<file path="src/rtl/pipe_ctrl.sv">
// pipe_ctrl: pipeline stall/bubble/flush controller with a debug halt/step FSM,
// saturating performance counters and a stall watchdog.
module pipe_ctrl #(
  parameter int STAGES  = 6,
  parameter int NREQ    = 3,
  parameter int SW      = 3,
  parameter int CNT_W   = 32,
  parameter int TIMEOUT = 1024
) (
  input  logic              clk,
  input  logic              rst,
  input  logic [NREQ-1:0]   stall_req,
  input  logic [NREQ*SW-1:0] req_stage,
  input  logic              flush_req,
  input  logic [31:0]       flush_pc,
  input  logic              halt_req,
  input  logic              step,
  input  logic              resume,
  input  logic              cnt_clr,
  output logic [STAGES-1:0] stall,
  output logic [STAGES-1:0] bubble,
  output logic              flush,
  output logic [31:0]       new_pc,
  output logic              halted,
  output logic [CNT_W-1:0]  stall_cnt,
  output logic [CNT_W-1:0]  flush_cnt,
  output logic              stall_timeout
);

  typedef enum logic [1:0] {
    RUN  = 2'd0,
    HALT = 2'd1,
    STEP = 2'd2
  } state_t;

  localparam int WD_W = $clog2(TIMEOUT + 1);
  localparam logic [SW-1:0]   TOP_STAGE = SW'(STAGES - 1);
  localparam logic [WD_W-1:0] WD_LIMIT  = WD_W'(TIMEOUT);
  localparam logic [WD_W-1:0] WD_LAST   = WD_W'(TIMEOUT - 1);

  state_t            state;
  state_t            next_state;
  logic [SW-1:0]     clamp_idx;
  logic [SW-1:0]     max_stage;
  logic              any_req;
  logic [STAGES-1:0] merge_stall;
  logic [STAGES-1:0] merge_bubble;
  logic              req_stall_cycle;
  logic [WD_W-1:0]   wd_cnt;

  // Find the deepest stage any active source wants frozen; out-of-range indices clamp to the last stage
  always_comb begin
    any_req   = |stall_req;
    max_stage = '0;
    clamp_idx = '0;
    for (int i = 0; i < NREQ; i++) begin
      clamp_idx = req_stage[i*SW +: SW];
      if (clamp_idx > TOP_STAGE) begin
        clamp_idx = TOP_STAGE;
      end
      if (stall_req[i] && (clamp_idx > max_stage)) begin
        max_stage = clamp_idx;
      end
    end
  end

  // Everything up to the deepest stalled stage holds; the stage just past it receives a bubble
  always_comb begin
    merge_stall  = '0;
    merge_bubble = '0;
    for (int k = 0; k < STAGES; k++) begin
      merge_stall[k]  = (k <= int'(max_stage));
      merge_bubble[k] = (k == int'(max_stage) + 1);
    end
  end

  // Final pipeline controls: reset forces idle, HALT freezes everything, otherwise flush beats stalls
  always_comb begin
    stall  = '0;
    bubble = '0;
    flush  = 1'b0;
    new_pc = '0;
    if (!rst) begin
      if (state == HALT) begin
        stall = '1;
      end else if (flush_req) begin
        flush  = 1'b1;
        new_pc = flush_pc;
      end else if (any_req) begin
        stall  = merge_stall;
        bubble = merge_bubble;
      end
    end
  end

  // A cycle counts as request-caused stall only when not halted, some source asks, and no flush wins
  always_comb begin
    req_stall_cycle = (state != HALT) && any_req && !flush_req;
  end

  // Debug FSM transitions: resume beats step in HALT, STEP lasts exactly one cycle
  always_comb begin
    next_state = state;
    case (state)
      RUN: begin
        if (halt_req) begin
          next_state = HALT;
        end
      end
      HALT: begin
        if (resume) begin
          next_state = RUN;
        end else if (step) begin
          next_state = STEP;
        end
      end
      STEP: begin
        next_state = HALT;
      end
      default: begin
        next_state = RUN;
      end
    endcase
  end

  // Debug FSM state register
  always_ff @(posedge clk) begin
    if (rst) begin
      state <= RUN;
    end else begin
      state <= next_state;
    end
  end

  assign halted = (state == HALT);

  // Saturating performance counters; a clear request wins over a same-cycle increment
  always_ff @(posedge clk) begin
    if (rst || cnt_clr) begin
      stall_cnt <= '0;
      flush_cnt <= '0;
    end else begin
      if (req_stall_cycle && (stall_cnt != '1)) begin
        stall_cnt <= stall_cnt + CNT_W'(1);
      end
      if (flush && (flush_cnt != '1)) begin
        flush_cnt <= flush_cnt + CNT_W'(1);
      end
    end
  end

  // Watchdog: run length of back-to-back request stalls, frozen while halted, sticky trip flag
  always_ff @(posedge clk) begin
    if (rst || cnt_clr) begin
      wd_cnt        <= '0;
      stall_timeout <= 1'b0;
    end else if (state != HALT) begin
      if (req_stall_cycle) begin
        if (wd_cnt != WD_LIMIT) begin
          wd_cnt <= wd_cnt + WD_W'(1);
        end
        if (wd_cnt >= WD_LAST) begin
          stall_timeout <= 1'b1;
        end
      end else begin
        wd_cnt <= '0;
      end
    end
  end

endmodule

</file>
<file path="config.mk">
export PLATFORM = sky130hd
export DESIGN_NAME = pipe_ctrl
export DESIGN_NICKNAME = d
export VERILOG_FILES = /design/src/rtl/pipe_ctrl.sv
export SDC_FILE = /design/constraint.sdc
export NUM_CORES = 1
export LEC_CHECK = 0
export ABC_AREA = 1
export BUFFER_PORTS_ARGS = -buffer_cell sky130_fd_sc_hd__buf_2
export CELL_PAD_IN_SITES_DETAIL_PLACEMENT = 1
export CELL_PAD_IN_SITES_GLOBAL_PLACEMENT = 1
export CORE_ASPECT_RATIO = 0.75
export CORE_MARGIN = 2
export CORE_UTILIZATION = 36
export DETAILED_ROUTE_END_ITERATION = 10
export PLACE_DENSITY = 0.82
export SYNTH_ARGS = -nofsm -noshare
export SYNTH_HDL_FRONTEND = slang
export SYNTH_SLANG_ARGS = --single-unit
</file>
<file path="constraint.sdc">
create_clock -name clk -period 4.7 [get_ports clk]
set_input_delay 0.94 -clock clk [delete_from_list [all_inputs] [get_ports clk]]
set_output_delay 0.94 -clock clk [all_outputs]
set_load 0.03 [all_outputs]
</file>
# Yosys cells after proc, flatten, opt, wreduce, memory -nomap -nowiden

Cells that the tools add are included.

Register bits after elaboration: 78
Input port bits: 51
Output and inout port bits: 111

Add/sub/neg operators: 4
Order comparisons: 12
Equality and inequality tests: 14
Muxes and demuxes: 26
Reduce and logical (&&, ||, !) cells: 15

Operators by type and width:

| kind                                                   | count |
|---|---|
| 2-to-1 mux 32 bit                                      | 3 |
| adder 32 x 1 -> 32 bit (second input constant)         | 2 |
| equality test 3 x 32 -> 1 bit (first input constant)   | 2 |
| != test 32 bit (second input constant)                 | 2 |
| 2-to-1 mux 6 bit                                       | 8 |
| equality test 2 x 32 -> 1 bit (first input constant)   | 1 |
| equality test 4 x 32 -> 1 bit (first input constant)   | 1 |
| zero test 32 bit                                       | 1 |
| 2-to-1 mux 11 bit                                      | 2 |
| 2-to-1 mux 3 bit                                       | 6 |
| adder 11 x 1 -> 11 bit (second input constant)         | 1 |
| >= comparator 11 x 10 -> 1 bit (second input constant) | 1 |
| != test 11 bit (second input constant)                 | 1 |
| > comparator 3 bit (second input constant)             | 3 |
| logical AND 1 bit                                      | 7 |
| > comparator 3 bit                                     | 2 |
| <= comparator 2 x 3 -> 1 bit (first input constant)    | 2 |
| <= comparator 3 bit (first input constant)             | 2 |
| 2-to-1 mux 2 bit                                       | 3 |
| case mux 2 bit (3 select lines)                        | 1 |
| adder 3 x 1 -> 4 bit (second input constant)           | 1 |
| equality test 3 x 4 -> 1 bit (first input constant)    | 1 |
| != test 2 x 1 -> 1 bit (second input constant)         | 2 |
| AND reduction 2 bit                                    | 2 |
| 12 further kinds                                       | 14 |

# Logic depth before layout (Yosys ltp)

Depth after elaboration: 17
Mapped depth: 19
Mapped depth without buffers: 19

# Worst setup path after synthesis

OpenSTA, ideal clock, no wires.

Path type: input to output
Start point: input req_stage[2]
End point: output stall[1]
Arrival: 3.452 ns
Setup slack: 0.308 ns
Stages: 16
Buffers on the path: 0
Cell sequence: nand3b_1 -> ha_1 -> nand3_1 -> nand2_1 -> inv_1 -> nand2_1 -> nand2_1 -> nand2_1 -> ha_1 -> nand2_1 -> o21ai_0 -> nand2_1 -> or2_2 -> nand2_1 -> nor2_1 -> a21oi_1

Longest elaborated chain between the ends: 16

Ends and longest elaborated chain:

| what                           | RTL line | text |
|---|---|---|
| from (decl)                    | 13       | `input logic [NREQ*SW-1:0] req_stage,` |
| > comparator 3 bit             | 58       | `if (clamp_idx > TOP_STAGE) begin` |
| 2-to-1 mux 3 bit *             | 58       |  |
| > comparator 3 x 1 -> 1 bit    | 61       | `if (stall_req[i] && (clamp_idx > max_stage)) begin` |
| logical AND 1 bit              | 61       |  |
| 2-to-1 mux 3 bit *             | 61       |  |
| > comparator 3 bit             | 61       |  |
| logical AND 1 bit              | 61       |  |
| 2-to-1 mux 3 bit *             | 61       |  |
| > comparator 3 bit             | 61       |  |
| logical AND 1 bit              | 61       |  |
| 2-to-1 mux 3 bit *             | 61       |  |
| <= comparator 1 x 3 -> 1 bit * | 72       | `merge_stall[k] = (k <= int'(max_stage));` |
| 2-to-1 mux 6 bit *             | 89       | `end else if (any_req) begin` |
| 2-to-1 mux 6 bit *             | 86       | `end else if (flush_req) begin` |
| 2-to-1 mux 6 bit *             | 84       | `if (state == HALT) begin` |
| 2-to-1 mux 6 bit *             | 83       | `if (!rst) begin` |
| to (decl)                      | 20       | `output logic [STAGES-1:0] stall,` |

Mark *: on every way between the ends. The rest lies on a longest branch, timed or not.

# Worst setup path in the final report

Start point: input req_stage[2]
End point: output bubble[5]

Longest elaborated chain between the ends: 17

Ends and longest elaborated chain:

| what                           | RTL line | text |
|---|---|---|
| > comparator 3 bit             | 58       |  |
| 2-to-1 mux 3 bit *             | 58       |  |
| > comparator 3 x 1 -> 1 bit    | 61       |  |
| logical AND 1 bit              | 61       |  |
| 2-to-1 mux 3 bit *             | 61       |  |
| > comparator 3 bit             | 61       |  |
| logical AND 1 bit              | 61       |  |
| 2-to-1 mux 3 bit *             | 61       |  |
| > comparator 3 bit             | 61       |  |
| logical AND 1 bit              | 61       |  |
| 2-to-1 mux 3 bit *             | 61       |  |
| adder 3 x 1 -> 4 bit *         | 73       | `merge_bubble[k] = (k == int'(max_stage) + 1);` |
| equality test 3 x 4 -> 1 bit * | 73       |  |
| 2-to-1 mux 6 bit *             | 89       |  |
| 2-to-1 mux 6 bit *             | 86       |  |
| 2-to-1 mux 6 bit *             | 84       |  |
| 2-to-1 mux 6 bit *             | 83       |  |
| to (decl)                      | 21       | `output logic [STAGES-1:0] bubble,` |

Marks and branches as above.

==> metrics <==
Critical-path top delay cell ha_1; worst min path class reg -> reg; post-synth cell types 38; # Max-Cap Violations 0; Vias/cell 4.93; Setup crit end kind output pin; total gr overflow 0; dominant synthesized flop cell dfxtp_1; top-level port count 162; Routability Congestion 0.889; core area 0.0159 mm^2; Slew HR 0.280; launch point of the worst path req_stage[2]; Critical Path, Cell by Cell buf_2 > nand3b_1 > ha_1 > nand3_1 > nand2_1 > inv_1 > nand2_2 > nand2_2 > nand2_1 > ha_1 > nand2_1 > o21ai_2 > nand2_2 > nand3_1 > nand3_1 > nor3_1 > buf_2; crit-path max FO 6; routed wire length 19.2 mm; leading area contributor after synthesis dfxtp_1; Final #Nets 1168; hold_sp stall_timeout; clock skew 8.58 ps; latest clock arrival within the worst-skew pair 340 ps; Fillers 2225; Max rail drop VDD 0.143 mV; Mean Syn Cell Area 6.05 um^2; Port Buffer Count 160; layout cells sized above 1 0.235; initial antenna violation count 0; count of final max-slew check failures 0; Fmax 221 MHz; post-DP HPWL 14.9 mm; register area share after synthesis 0.269; DR DRC count 0; top cell type's share of synthesized area 0.269; worst r2r src flush_cnt[0]; clk root buf clkbuf_16; CP Launch Type primary input; cts hold-fix bufs 0; Site Rows 40; placed insts 1306; Area growth syn-to-layout 21.0%; CP Class in -> out; multi-input logic area 0.00360 mm^2; CP delay by family, top simple AND/OR/NAND/NOR gates; Worst Path Required 3760 ps; ys async rst share 0; Yosys reg bits 78; CP bufs+invs 3; Critical Path Stages 17; static leakage 0.00315 uW; synth warn 0; P per Cell Area 227 mW/mm^2; die height 114 um; CTS sink count 78; largest net degree at the start of global routing 33; DRT antenna net count 0; status complete, no violations; Syn Std Cell Area 0.00580 mm^2; H-tree levels 3; wire per inst 14.5 um; Detailed Routing Iterations Pass 1 5; die width 151 um; initial drt markers 328; clk slew on worst S/H paths 60 ps; EDFF count, synth 0; GRT Total Usage 0.227; vias in the first global route 6404; Post-Synthesis Cells 960; Tmin final 4520 ps; Num CTS Buffers 9; crit path DAT 3580 ps; hold path depth 2; Slew @ Worst Pin 1080 ps; Non-Filler Instances 1321; Net Count, Synth 1021; Hold Vio Cnt, Final 0; initial core utilization 0.365; CTS tree yes; total power 1600 uW; diode count 0; Reg area 0.00156 mm^2; part of the cycle the worst path needs 0.961; Critical Path Max Stage Delay 340 ps; total number of vias 6506; Worst R2R Path Depth 10; DIE AREA 0.0172 mm^2; top cells by area, synth dfxtp_1 (27%), nand2_1 (20%), nor2_1 (9.6%); clk buf depth 2; final setup vio count 0; first-pass GRT wire length 31.5 mm
==> cells in the final DEF (no fill, tap or decap), drive strengths merged <==
cell type	instances
or2	3
a21oi	73
buf	163
xnor2	4
o21ai	15
dfxtp	78
and2	1
xor2	26
o31ai	1
nor2	154
nor3	33
nor3b	1
conb	1
a31oi	1
nand4	11
inv	126
nand3	51
nand3b	15
ha	10
nand2	329
clkbuf	15
==> what timing repair did <==
action,in CTS,in global routing
resized for setup,0,16
setup endpoints to repair,0,10
buffers inserted,0,0
==> final cells by class <==
type                    instances  share of cell area
inverters                     126              0.0674
well taps                     210              0.0374
flip-flops and latches         78               0.222
repair buffers                163               0.119
clock buffers                  15              0.0410
multi-input cells             729               0.513
==> sequential cells by signal, summed over array words and instances (netlist names) <==
name	cells
flush_cnt	32
stall_cnt	32
wd_cnt	11
state	2
stall_timeout	1
==> worst reg2reg max path, cell delays in order, from the launching register on <==
cell and delay (ps):
dfxtp_1 410, ha_1 270, nand3_2 140, inv_2 100, nand2_4 90, nor2_8 150, nand2_4 90, nand2_4 350
inv_1 600, nand2_1 280, a21oi_2 70
==> cells in the mapped netlist (2+ instances only) <==
master,number
nor2_2,4
or2_2,3
o21ai_0,14
xor2_1,26
buf_6,3
nand2_2,13
ha_1,10
nand4_1,11
nor3_2,7
nand2_1,311
xnor2_1,4
buf_12,3
a21oi_1,43
nand3b_1,15
nor3_4,2
clkbuf_1,11
dfxtp_1,78
inv_2,9
buf_2,6
inv_1,116
nor2_1,148
nand3_1,49
nor3_1,24
nand2_4,5
nand3_2,2
a21oi_2,30
buf_4,2
==> metrics by stage <==
step | setup TNS (ps) | util | hold WS, ps | cell area (um^2) | worst slack [ps]
finish | 0 | 0.441 | 448 | 7020 | 185
global route | -324 | 0.441 | 487 | 7020 | -132
CTS | 0 | 0.439 | 452 | 6990 | 25.2
detailed placement | 0 | 0.421 | 442 | 6700 | 32.8
global placement | 0 | 0.421 | 440 | 6700 | 105
floorplan | 0 | - | 445 | 5800 | 308
==> power by group <==
part	leakage, uW	switching [uW]	internal (uW)
combinational	0.00238	171	67.8
clock	0.000142	276	414
sequential	0.000629	2.87	664
==> path summary, 6_finish.rpt <==
path,slack [ps],to
worst max-delay path,180,bubble[5]
worst min register to register,450,stall_timeout
worst max register to register,2030,flush_cnt[13]
worst min-delay path,450,stall_timeout
==> cell families after synthesis <==
group           count (synthesis)  synth area share
simple gates                  598             0.451
buf+inv                       153             0.115
compound gates                 90            0.0977
flops                          78             0.269
xor+xnor                       30            0.0453
fa+ha+maj                      10            0.0216
other cells                     1          0.000646
==> layer usage <==
metal	share of wire	global-route usage	vias to the layer above
met5	0	0	-
met2	0.45	0.373	169
li1	-	-	3273
met3	0.053	0.0444	18
met1	0.49	0.311	3046
met4	0.010	0.0461	0
(Power assumes the default switching activity.)
